`src/rtl/adder_tree_acc.sv`:
```
// adder_tree_acc: pipelined signed adder tree with per-group channel accumulation.
// NUM_INPUTS products plus one bias leaf are reduced over TREE_LAT registered
// levels; a final stage accumulates beats and emits a saturated/ReLU'd result.
module adder_tree_acc #(
  parameter int INPUT_WIDTH  = 16,
  parameter int BIAS_WIDTH   = 8,
  parameter int OUTPUT_WIDTH = 20,
  parameter int NUM_INPUTS   = 9,
  parameter int ACC_WIDTH    = 32
) (
  input  logic                              clk,
  input  logic                              rst,
  input  logic                              in_valid,
  input  logic                              in_first,
  input  logic                              in_last,
  input  logic                              relu_en,
  input  logic [BIAS_WIDTH-1:0]             bias_input,
  input  logic [NUM_INPUTS*INPUT_WIDTH-1:0] product_input,
  output logic [OUTPUT_WIDTH-1:0]           ofm_output,
  output logic                              out_valid,
  output logic                              out_sat
);

  localparam int LEAVES   = NUM_INPUTS + 1;
  localparam int TREE_LAT = $clog2(NUM_INPUTS + 1);

  // Output clamp bounds, sign-extended to the accumulator width for compares.
  localparam logic signed [ACC_WIDTH-1:0] OMAX =
    {{(ACC_WIDTH-OUTPUT_WIDTH+1){1'b0}}, {(OUTPUT_WIDTH-1){1'b1}}};
  localparam logic signed [ACC_WIDTH-1:0] OMIN =
    {{(ACC_WIDTH-OUTPUT_WIDTH+1){1'b1}}, {(OUTPUT_WIDTH-1){1'b0}}};
  localparam logic [OUTPUT_WIDTH-1:0] OMAX_O = {1'b0, {(OUTPUT_WIDTH-1){1'b1}}};
  localparam logic [OUTPUT_WIDTH-1:0] OMIN_O = {1'b1, {(OUTPUT_WIDTH-1){1'b0}}};

  // Node count at tree level l (level 0 = leaves); halves with round-up.
  function automatic int nodes_at(input int l);
    int n;
    n = LEAVES;
    for (int k = 0; k < l; k++) n = (n + 1) / 2;
    return n;
  endfunction

  // ---------------------------------------------------------------------------
  // Adder tree. Level 0 is combinational (sign-extended leaves); levels
  // 1..TREE_LAT are registered. An odd trailing node is passed through a
  // register so every path has identical latency.
  // ---------------------------------------------------------------------------
  genvar l, j;
  for (l = 0; l <= TREE_LAT; l++) begin : g_lvl
    localparam int N = nodes_at(l);
    logic signed [ACC_WIDTH-1:0] node [N];

    if (l == 0) begin : g_leaf
      // Sign-extend products; bias leaf only contributes on the first beat.
      always_comb begin
        for (int i = 0; i < NUM_INPUTS; i++)
          node[i] = {{(ACC_WIDTH-INPUT_WIDTH){product_input[i*INPUT_WIDTH+INPUT_WIDTH-1]}},
                     product_input[i*INPUT_WIDTH +: INPUT_WIDTH]};
        node[NUM_INPUTS] = in_first ?
          {{(ACC_WIDTH-BIAS_WIDTH){bias_input[BIAS_WIDTH-1]}}, bias_input} : '0;
      end
    end else begin : g_red
      localparam int NP = nodes_at(l - 1);
      for (j = 0; j < N; j++) begin : g_n
        if (2*j + 1 < NP) begin : g_add
          // Pairwise sum of the two children from the previous level.
          always_ff @(posedge clk or posedge rst)
            if (rst) node[j] <= '0;
            else     node[j] <= g_lvl[l-1].node[2*j] + g_lvl[l-1].node[2*j+1];
        end else begin : g_pass
          // Unpaired child: delay only, keeps tree depth uniform.
          always_ff @(posedge clk or posedge rst)
            if (rst) node[j] <= '0;
            else     node[j] <= g_lvl[l-1].node[2*j];
        end
      end
    end
  end

  logic signed [ACC_WIDTH-1:0] tree_sum;
  assign tree_sum = g_lvl[TREE_LAT].node[0];

  // ---------------------------------------------------------------------------
  // Tag pipeline, aligned stage-for-stage with the tree levels.
  // ---------------------------------------------------------------------------
  logic [TREE_LAT:1] vld_pipe, first_pipe, last_pipe, relu_pipe;

  // Shift the beat tags alongside the data.
  always_ff @(posedge clk or posedge rst)
    if (rst) begin
      vld_pipe   <= '0;
      first_pipe <= '0;
      last_pipe  <= '0;
      relu_pipe  <= '0;
    end else begin
      vld_pipe   <= {vld_pipe[TREE_LAT-1:1],   in_valid};
      first_pipe <= {first_pipe[TREE_LAT-1:1], in_first};
      last_pipe  <= {last_pipe[TREE_LAT-1:1],  in_last};
      relu_pipe  <= {relu_pipe[TREE_LAT-1:1],  relu_en};
    end

  logic t_vld, t_first, t_last, t_relu;
  assign t_vld   = vld_pipe[TREE_LAT];
  assign t_first = first_pipe[TREE_LAT];
  assign t_last  = last_pipe[TREE_LAT];
  assign t_relu  = relu_pipe[TREE_LAT];

  // ---------------------------------------------------------------------------
  // Accumulate and finalize.
  // ---------------------------------------------------------------------------
  logic signed [ACC_WIDTH-1:0] acc, acc_next;
  logic                        relu_q, relu_eff;
  logic [OUTPUT_WIDTH-1:0]     res;
  logic                        res_sat;

  // Restart on first, then saturate/ReLU the running total for emission.
  always_comb begin
    acc_next = (t_first ? '0 : acc) + tree_sum;
    relu_eff = t_first ? t_relu : relu_q;
    res      = acc_next[OUTPUT_WIDTH-1:0];
    res_sat  = 1'b0;
    if (relu_eff && acc_next < 0) begin
      res = '0;
    end else if (acc_next > OMAX) begin
      res     = OMAX_O;
      res_sat = 1'b1;
    end else if (acc_next < OMIN) begin
      res     = OMIN_O;
      res_sat = 1'b1;
    end
  end

  // Accumulator, latched ReLU mode and registered result; bubbles are ignored.
  always_ff @(posedge clk or posedge rst)
    if (rst) begin
      acc        <= '0;
      relu_q     <= 1'b0;
      ofm_output <= '0;
      out_valid  <= 1'b0;
      out_sat    <= 1'b0;
    end else begin
      out_valid <= 1'b0;
      if (t_vld) begin
        if (t_first) relu_q <= t_relu;
        if (t_last) begin
          acc        <= '0;
          ofm_output <= res;
          out_sat    <= res_sat;
          out_valid  <= 1'b1;
        end else begin
          acc <= acc_next;
        end
      end
    end

endmodule

```
`config.mk`:
```
export PLATFORM = sky130hd
export DESIGN_NAME = adder_tree_acc
export DESIGN_NICKNAME = d
export VERILOG_FILES = /design/src/rtl/adder_tree_acc.sv
export SDC_FILE = /design/constraint.sdc
export NUM_CORES = 1
export LEC_CHECK = 0
export ABC_CLOCK_PERIOD_IN_PS = 14500
export BUFFER_PORTS_ARGS = -buffer_cell sky130_fd_sc_hd__buf_2
export CORE_ASPECT_RATIO = 0.5
export CORE_MARGIN = 4
export CORE_UTILIZATION = 54
export CTS_BUF_LIST = sky130_fd_sc_hd__clkbuf_4 sky130_fd_sc_hd__clkbuf_8
export CTS_CLUSTER_SIZE = 14
export DETAILED_ROUTE_END_ITERATION = 10
export HOLD_SLACK_MARGIN = 0.12
export PLACE_DENSITY = 0.72
export SYNTH_ARGS = -nofsm -noshare
export SYNTH_HDL_FRONTEND = slang
export SYNTH_SLANG_ARGS = --single-unit
```
`constraint.sdc`:
```
create_clock -name clk -period 14.5 [get_ports clk]
set_input_delay 1.45 -clock clk [delete_from_list [all_inputs] [get_ports clk]]
set_output_delay 1.45 -clock clk [all_outputs]
set_load 0.01 [all_outputs]
```
Yosys cells after proc, flatten, opt, wreduce, memory -nomap -nowiden

Index checks and enable logic that the tools add are counted.
W data, S select, Z words.

Register bits after elaboration: 322
Bits of input ports: 158
Output and inout port bits: 22
Word-level logic and storage cells: 47

Add/subtract/negate cells: 10
Order comparisons: 3
Muxes and demuxes: 12
Reduce and logical (&&, ||, !) cells: 2

Operators by type and width:

| operator               | number |
|---|---|
| $mux W32               | 3 |
| $add A16 B16 Y17       | 4 |
| $mux W20               | 3 |
| $add A17 B17 Y18       | 2 |
| $add A16 B32 Y32       | 1 |
| $add A19 B32 Y32       | 1 |
| $add A32 B32 Y32       | 1 |
| $gt A32 B20 Y1 const B | 1 |
| $lt A32 B1 Y1 const B  | 1 |
| $lt A32 B20 Y1 const B | 1 |
| $add A18 B18 Y19       | 1 |
| $mux W1                | 6 |
| $reduce_and A2 Y1      | 1 |
| $logic_and A1 B1 Y1    | 1 |

Longest topological paths before layout

Gate-level depths: netlist of run 1.

Depth after elaboration: 6
Depth in mapped cells: 18

Least setup slack after synthesis of run 1

No wires, ideal clock.

Path type: input-to-reg
Start point: input port bias_input[1]
End point: register g_lvl[1].node[15] in the netlist's numbering
Setup time: 136 ps
Data arrival time: 4317 ps
Data required time: 14364 ps
Setup slack: 10048 ps
Stages: 14
Path buffers: 0
Cell sequence: nand2_1 -> inv_1 -> ha_1 -> a21o_1 -> a21oi_1 -> o21ai_0 -> a21oi_1 -> o21ai_1 -> a41o_1 -> or4_1 -> a31o_2 -> a21oi_1 -> o21ai_1 -> fa_1

Longest elaborated chain between the ends: 2

Ends and longest elaborated chain:

| item                          | line | RTL |
|---|---|---|
| start, declared               | 17   | `input logic [BIAS_WIDTH-1:0] bias_input,` |
| $mux W32                      | 59   | `node[NUM_INPUTS] = in_first ?` |
| $add A16 B32 Y32              | 69   | `else node[j] <= g_lvl[l-1].node[2*j] + g_lvl[l-1].node[2*j+1];` |
| end signal, assigned by index | 69   |  |
| end, declared                 | 51   | `logic signed [ACC_WIDTH-1:0] node [N];` |

No other way between the ends.
A chain may end at the register's enable or synchronous reset.

Final worst setup path of run 1

Start point: register first_pipe[4] in the netlist's numbering
End point: register ofm_output[0]

Longest elaborated chain between the ends: 6

Ends and longest elaborated chain:

| item                   | line | RTL |
|---|---|---|
| start, declared        | 86   | `logic [TREE_LAT:1] vld_pipe, first_pipe, last_pipe, relu_pipe;` |
| start signal, assigned | 97   | `first_pipe <= {first_pipe[TREE_LAT-1:1], in_first};` |
| $mux W32               | 118  | `acc_next = (t_first ? '0 : acc) + tree_sum;` |
| $add A32 B32 Y32       | 118  |  |
| $lt A32 B20 Y1         | 127  | `end else if (acc_next < OMIN) begin` |
| $mux W20               | 127  |  |
| $mux W20               | 124  | `end else if (acc_next > OMAX) begin` |
| $mux W20 *             | 122  | `if (relu_eff && acc_next < 0) begin` |
| end signal, assigned   | 147  | `ofm_output <= res;` |
| end, declared          | 19   | `output logic [OUTPUT_WIDTH-1:0] ofm_output,` |

Every way passes the cells marked *; elsewhere a longest branch is shown, timed or not.

==> results of run 1 <==
-- kinds of logic after synthesis --
group                      Yosys count  share of synthesized area, %
and+or+nand+nor                    429                          12.0
muxes                                3                         0.185
xor gates and xnor gates           140                          6.97
DFF                                322                          45.8
adders and majority gates          206                          15.2
buffers and inverters              158                          3.46
AOI/OAI and AO/OA                  433                          16.4
-- final cells by class --
type                            count  share of cell area (%)
Multi-Input combinational cell   1211                    44.8
Sequential cell                   322                    40.5
Timing Repair Buffer              184                    4.69
Clock buffer                       71                    4.40
Tap cell                          432                    2.71
Inverter                          129                    2.47
Clock inverter                      8                   0.477
-- stage by stage --
stage               hold WS (ps)  instances
floorplan                    331       1691
global placement             332       2278
detailed placement           335       2278
CTS                          336       2357
global route                 341       2357
finish                       332       2357
-- routing by layer --
| layer | wire length, um | GRT usage [%] |
|---|---|---|
| met3 | 1770 | 3.43 |
| met4 | 596 | 4.65 |
| met2 | 15900 | 32.3 |
| met5 | 0 | 0 |
| met1 | 16300 | 27.1 |
-- critical path, delay by kind of cell (launching register included) --
| kind | cells | cell delay, ps |
|---|---|---|
| AO/OA/AOI/OAI | 8 | 2430 |
| XOR/XNOR | 1 | 180 |
| adder cells (fa/ha/maj) | 2 | 670 |
| buffers and inverters | 1 | 350 |
| flip-flops | 1 | 320 |
| AND/OR/NAND/NOR | 3 | 520 |
-- state kept, by name (all words and copies together) (netlist names) --
signal      count
relu_q          1
relu_pipe       4
out_valid       1
g_lvl.node    251
vld_pipe        4
last_pipe       4
first_pipe      4
out_sat         1
acc            32
ofm_output     20
-- power by group --
group,switching [uW],internal (uW),leakage (uW)
Clock,334,419,0.000513
Combinational,1000,792,0.00527
Sequential,136,1190,0.00382
-- synthesized netlist by cell type (all sizes together) (12+ instances only) --
cell    number  area (um^2)
clkbuf      21         78.8
ha         194         2430
nand3       32          160
o21ai      102          510
xor2        28          245
a21boi      25          188
a22o        13          114
fa          12          240
o21a        17          128
dfrtp      322         8060
o31ai       12         90.1
a21oi      100          504
a221o       18          180
nor3        41          205
and2        15         96.3
o22ai       18          119
xnor2      112          981
inv        129          484
nor2       131          492
a311oi      13          120
nor2b       30          188
or3         20          125
a21o        38          285
nand2       80          300
nand2b      23          144
-- path summary, 6_finish.rpt --
| kind | start | endpoint | slack (ps) | cells after the start |
|---|---|---|---|---|
| max | first_pipe[4]$_DFF_PP0_ | ofm_output[0]$_DFFE_PP0P_ | 9910 | 15 |
| min | g_lvl[1].node[3]$_DFF_PP0_ | g_lvl[2].node[3]$_DFF_PP0_ | 330 | 0 |
| max reg2reg | first_pipe[4]$_DFF_PP0_ | ofm_output[0]$_DFFE_PP0P_ | 9910 | 15 |
| min reg2reg | g_lvl[1].node[3]$_DFF_PP0_ | g_lvl[2].node[3]$_DFF_PP0_ | 330 | 0 |
| max in group asynchronous | rst | g_lvl[1].node[102]$_DFF_PP0_ | 10500 | 5 |
| min in group asynchronous | rst | last_pipe[3]$_DFF_PP0_ | 1010 | 2 |
==> impl_metrics.toml, run 1 <==
[route]
viasPerCell = 5.35
dr.pass1.iters = 4
vias = 12600
drt-wirelength-per-cell_um = 14.7
routed_wl_mm = 34.6
drc = 0
postRouteAntennaNets = 0
drt_first_iter_violations = 585

[clock_tree]
cts.clk_slew.worst_paths_ps = 60
clock_sinks = 322
clk_latency_ps = 570
cts_hold_buf = 0
cts_tree = "built"
clk_path_buf_depth = 3
root_buffer = "clkbuf_8"
htree_levels = 2
cts_buffers = 46
ctsResizeCount = 0
cts_setup_buffers = 0

[die]
die_w_um = 263
core_area_mm2 = 0.0319
rows = 46
start_util_pct = 55.2
die_area_mm2 = 0.0357
die_h_um = 136
pin_count = 180

[finish]
fin_nets = 2258
ff_latch_area_mm2 = 0.00806
layout_commonest_cell = "dfrtp_1"
multi_input_area_mm2 = 0.00892
diodes = 0
syn_to_final_growth_pct = 13.2
layout_common_cells = "dfrtp_1 (322), ha_1 (194), buf_2 (179)"
drive_above_1_share_pct = 14.5
design_area_mm2 = 0.0199
fill_cells = 2621
final_util_pct = 62.5

[sta]
finClkSkew_ps = 20.0
setup_viol = 0
worst_pin_slew_ps = 954
relSlewSlack_pct = 36.4
period_share_pct = 31.6
min_period_ps = 4590
rsz0062_at_grt = "false"
slew_viol_final = 0
tns_ps = 0
fmax_mhz = 218
hold_violations = 0
setup_ws_ps = 9910

[critical_path]
crit_path_end_kind = "register"
startpoint_type = "register"
crit_chain = "buf_4, nor2_1, ha_1, fa_1, a211oi_1, o211ai_1, a31oi_1, a31oi_1, a21oi_1, o21ai_1, xnor2_1, nor3_1, nand4_1, o22ai_2, a221o_1"
cp.arrival_ps = 5080
cp_slowest_cell = "o22ai_2"
critical_path.max_fanout = 34
crit_type = "register to register"
slowest_delay_ps = 690
crit_top_cell = "a31oi_1"
worstPathRequired_ps = 15000

[worst_hold_path]
hp-class = "register to register"

[pwr]
power_density_mw_per_mm2 = 194
power.total_uw = 3870
p_leak_uw = 0.00960
ir_worst_vdd_mv = 0.0743

[placement]
place.gp.congestion = 0.865
place_area_mm2 = 0.0189
dpl_worst_slack_ps = 9560
io_buffers = 179
dp_hpwl_mm = 26.3

[logic_synthesis]
synth_enable_flop_cells = 0
ys_warn_count = 0
ys_seq_area_share_pct = 45.8
syn_inst = 1691
syn_area_per_cell_um2 = 10.4
synth_cell_type_count = 72
ys_ff_latch = 322
synth_area_mm2 = 0.0176
postSynth.asyncResetShare_pct = 100
yosys_most_used_dff = "dfrtp_1"
syn_nets = 2055

[global_routing]
grt_pass1_vias = 12400
globalRouteTotalUtil_pct = 19.5
grt_pass1_wl_mm = 58.0
grt_overflow = 0
grt_max_degree = 105
antenna_found_initial = 0

[run_status]
status = "complete, no violations"

[flow_run]
cap_violations = 0
Note: power is estimated with default switching activity, not from simulation.
==> run 2: changes to the inputs <==
ABC_AREA = 1   (was unset)
ABC_CLOCK_PERIOD_IN_PS = 4200   (was 14500)
PLACE_DENSITY = 0.75   (was 0.72)
clock period = 4.2 ns   (was 14.5 ns; I/O delays follow)
==> impl_metrics.toml, run 2 <==
[critical_path]
slowest_delay_ps = 480
crit_top_cell = "nand2_1"
crit_chain = "buf_4, nor2_1, ha_1, nand2_1, nor2_1, inv_1, nor2_2, nand3b_1, nand4_1, nand2_2, nor2_1, nand2_1, nor2_1, nand3_1, nand2_2, nand2_1, nand2_1, nand2_1, nand2_1"
cp_slowest_cell = "ha_1"
critical_path.max_fanout = 33
startpoint = "first_pipe[4]$_DFF_PP0_"
r2r-start = "first_pipe[4]$_DFF_PP0_"
worstPathRequired_ps = 4720
endpoint = "ofm_output[9]$_DFFE_PP0P_"
reg2reg_to = "ofm_output[9]$_DFFE_PP0P_"
crit_path_end_kind = "register"
worst-r2r-setup-slack_ps = 830
cp.arrival_ps = 3880
r2r_cells = 19
startpoint_type = "register"
crit_type = "register to register"

[global_routing]
grt_max_degree = 118
grt_pass1_wl_mm = 66.4
grt_pass1_vias = 14100
grt_overflow = 0
antenna_found_initial = 2
globalRouteTotalUtil_pct = 21.0

[sta]
fmax_mhz = 297
slew_viol_final = 0
worst_pin_slew_ps = 830
setup_viol = 0
hold_violations = 0
period_share_pct = 80.1
finClkSkew_ps = 31.4
min_period_ps = 3370
rsz0062_at_grt = "false"
tns_ps = 0
relSlewSlack_pct = 44.5

[die]
die_w_um = 271
core_area_mm2 = 0.0335
start_util_pct = 55.6
rows = 47
die_h_um = 139
die_area_mm2 = 0.0377
pin_count = 180

[worst_hold_path]
hp-class = "input pin to register"

[pwr]
power_density_mw_per_mm2 = 665
ir_worst_vdd_mv = 0.272
p_leak_uw = 0.0114

[logic_synthesis]
yosysMostFrequentCell = "nand2_1"
synth_area_leaders = "dfrtp_1 (43%), ha_1 (13%), nand2_1 (11%)"
ys_warn_count = 0
syn_nets = 2539
synth_enable_flop_cells = 0
ys_ff_latch = 322
synth_cell_type_count = 46
yosys_most_used_dff = "dfrtp_1"
syn_inst = 2175
synth_area_mm2 = 0.0186
ys_seq_area_share_pct = 43.3
synth_top_area_cell = "dfrtp_1"
syn_area_per_cell_um2 = 8.56
yosys.area.top_type_share_pct = 43.3
postSynth.asyncResetShare_pct = 100
yosys-top-cells-count = "nand2_1 (557), dfrtp_1 (322), inv_1 (286)"

[route]
drt-wirelength-per-cell_um = 13.7
dr.pass1.iters = 5
vias = 14500
postRouteAntennaNets = 0
drt_first_iter_violations = 770
drc = 0
viasPerCell = 5.02
routed_wl_mm = 39.4

[clock_tree]
ctsResizeCount = 0
clock_sinks = 322
clk_path_buf_depth = 3
htree_levels = 2
cts.clk_slew.worst_paths_ps = 70
cts_buffers = 46
cts_tree = "built"
cts_hold_buf = 14
root_buffer = "clkbuf_8"
clk_latency_ps = 600
cts_setup_buffers = 0

[placement]
io_buffers = 179
place_area_mm2 = 0.0201
place.gp.congestion = 0.941
dp_hpwl_mm = 31.0

[finish]
design_area_mm2 = 0.0212
largest-register = "g_lvl.node"
syn_to_final_growth_pct = 14.0
layout_commonest_cell = "nand2_1"
largest_registers = "g_lvl.node (251), acc (32), ofm_output (20)"
layout_common_cells = "nand2_1 (557), dfrtp_1 (322), inv_1 (285)"
drive_above_1_share_pct = 12.2
final_util_pct = 63.3
ff_latch_area_mm2 = 0.00806
multi_input_area_mm2 = 0.00936
fill_cells = 2836
fin_nets = 2769
largest_reg_flops = 251

[run_status]
status = "complete, no violations"

[flow_run]
cap_violations = 0
-- run 2: cell count changes after synthesis, sizes merged, moves of 31 or more --
cell / delta
nand2: +487
inv: +160
xor2: +78
a21oi: +68
xnor2: -55
a21o: -31
-- run 2: how the worst min path moves through the flow --
stage / end / startpoint / slack, ps / cells after the start
floorplan: first_pipe[2]$_DFF_PP0_ / first_pipe[1]$_DFF_PP0_ / 330 / 0
global placement: g_lvl[2].node[9]$_DFF_PP0_ / g_lvl[1].node[9]$_DFF_PP0_ / 330 / 0
detailed placement: first_pipe[2]$_DFF_PP0_ / first_pipe[1]$_DFF_PP0_ / 330 / 0
CTS: g_lvl[1].node[79]$_DFF_PP0_ / product_input[95] / 120 / 3
global route: g_lvl[1].node[15]$_DFF_PP0_ / product_input[143] / 120 / 2
finish: g_lvl[1].node[15]$_DFF_PP0_ / product_input[143] / 160 / 2
-- run 2: layout make-up --
cell class                      count  area share, %
Multi-Input combinational cell   1541           44.1
Sequential cell                   322           38.0
Timing Repair Buffer              203           5.29
Inverter                          291           5.16
Clock buffer                       67           4.05
Tap cell                          441           2.60
Clock inverter                     14          0.796
Antenna cell                        1         0.0118
-- run 2: per-layer routing --
metal  part of all wire, %  global-route usage (%)  vias up
met2                    45                    34.6      306
met3                   5.1                    4.06       69
met4                   2.1                    5.47        2
li1                      -                       -     7485
met5                 0.018                       0        -
met1                    47                    29.0     6596
-- run 2: where the power goes --
| group | internal, uW | switching (uW) | leakage, uW | total (uW) |
|---|---|---|---|---|
| Combinational | 2560 | 4250 | 0.00696 | 6810 |
| Clock | 1510 | 1220 | 0.000543 | 2730 |
| Sequential | 4110 | 468 | 0.00385 | 4580 |
-- run 2: cell families (layout without fill, tap and decap cells) --
kind of cell / after synthesis / count (layout) / share of synthesized area, %
simple gates: 805 / 805 / 17.3
compound gates: 366 / 366 / 10.9
flops: 322 / 322 / 43.3
buf+inv: 312 / 575 / 6.46
fa+ha+maj: 206 / 206 / 14.3
xor+xnor: 163 / 163 / 7.67
mux: 1 / 1 / 0.0538
other cells: 0 / 1 / 0
-- run 2: metrics by stage --
step / power [uW] / worst slack [ps] / hold WS (ps) / instances
finish: 14100 / 835 / 164 / 2880
global route: 15400 / 530 / 124 / 2880
CTS: 14200 / 864 / 123 / 2879
detailed placement: 11400 / 880 / 335 / 2784
global placement: 11300 / 946 / 331 / 2784
floorplan: 9750 / -515 / 331 / 2175
-- run 2: critical path: cells and delay by family, from the launching register on --
kind,cells,cell delay [ps]
fa+ha+maj,1,480
simple gates,16,2020
flops,1,320
buf+inv,2,460
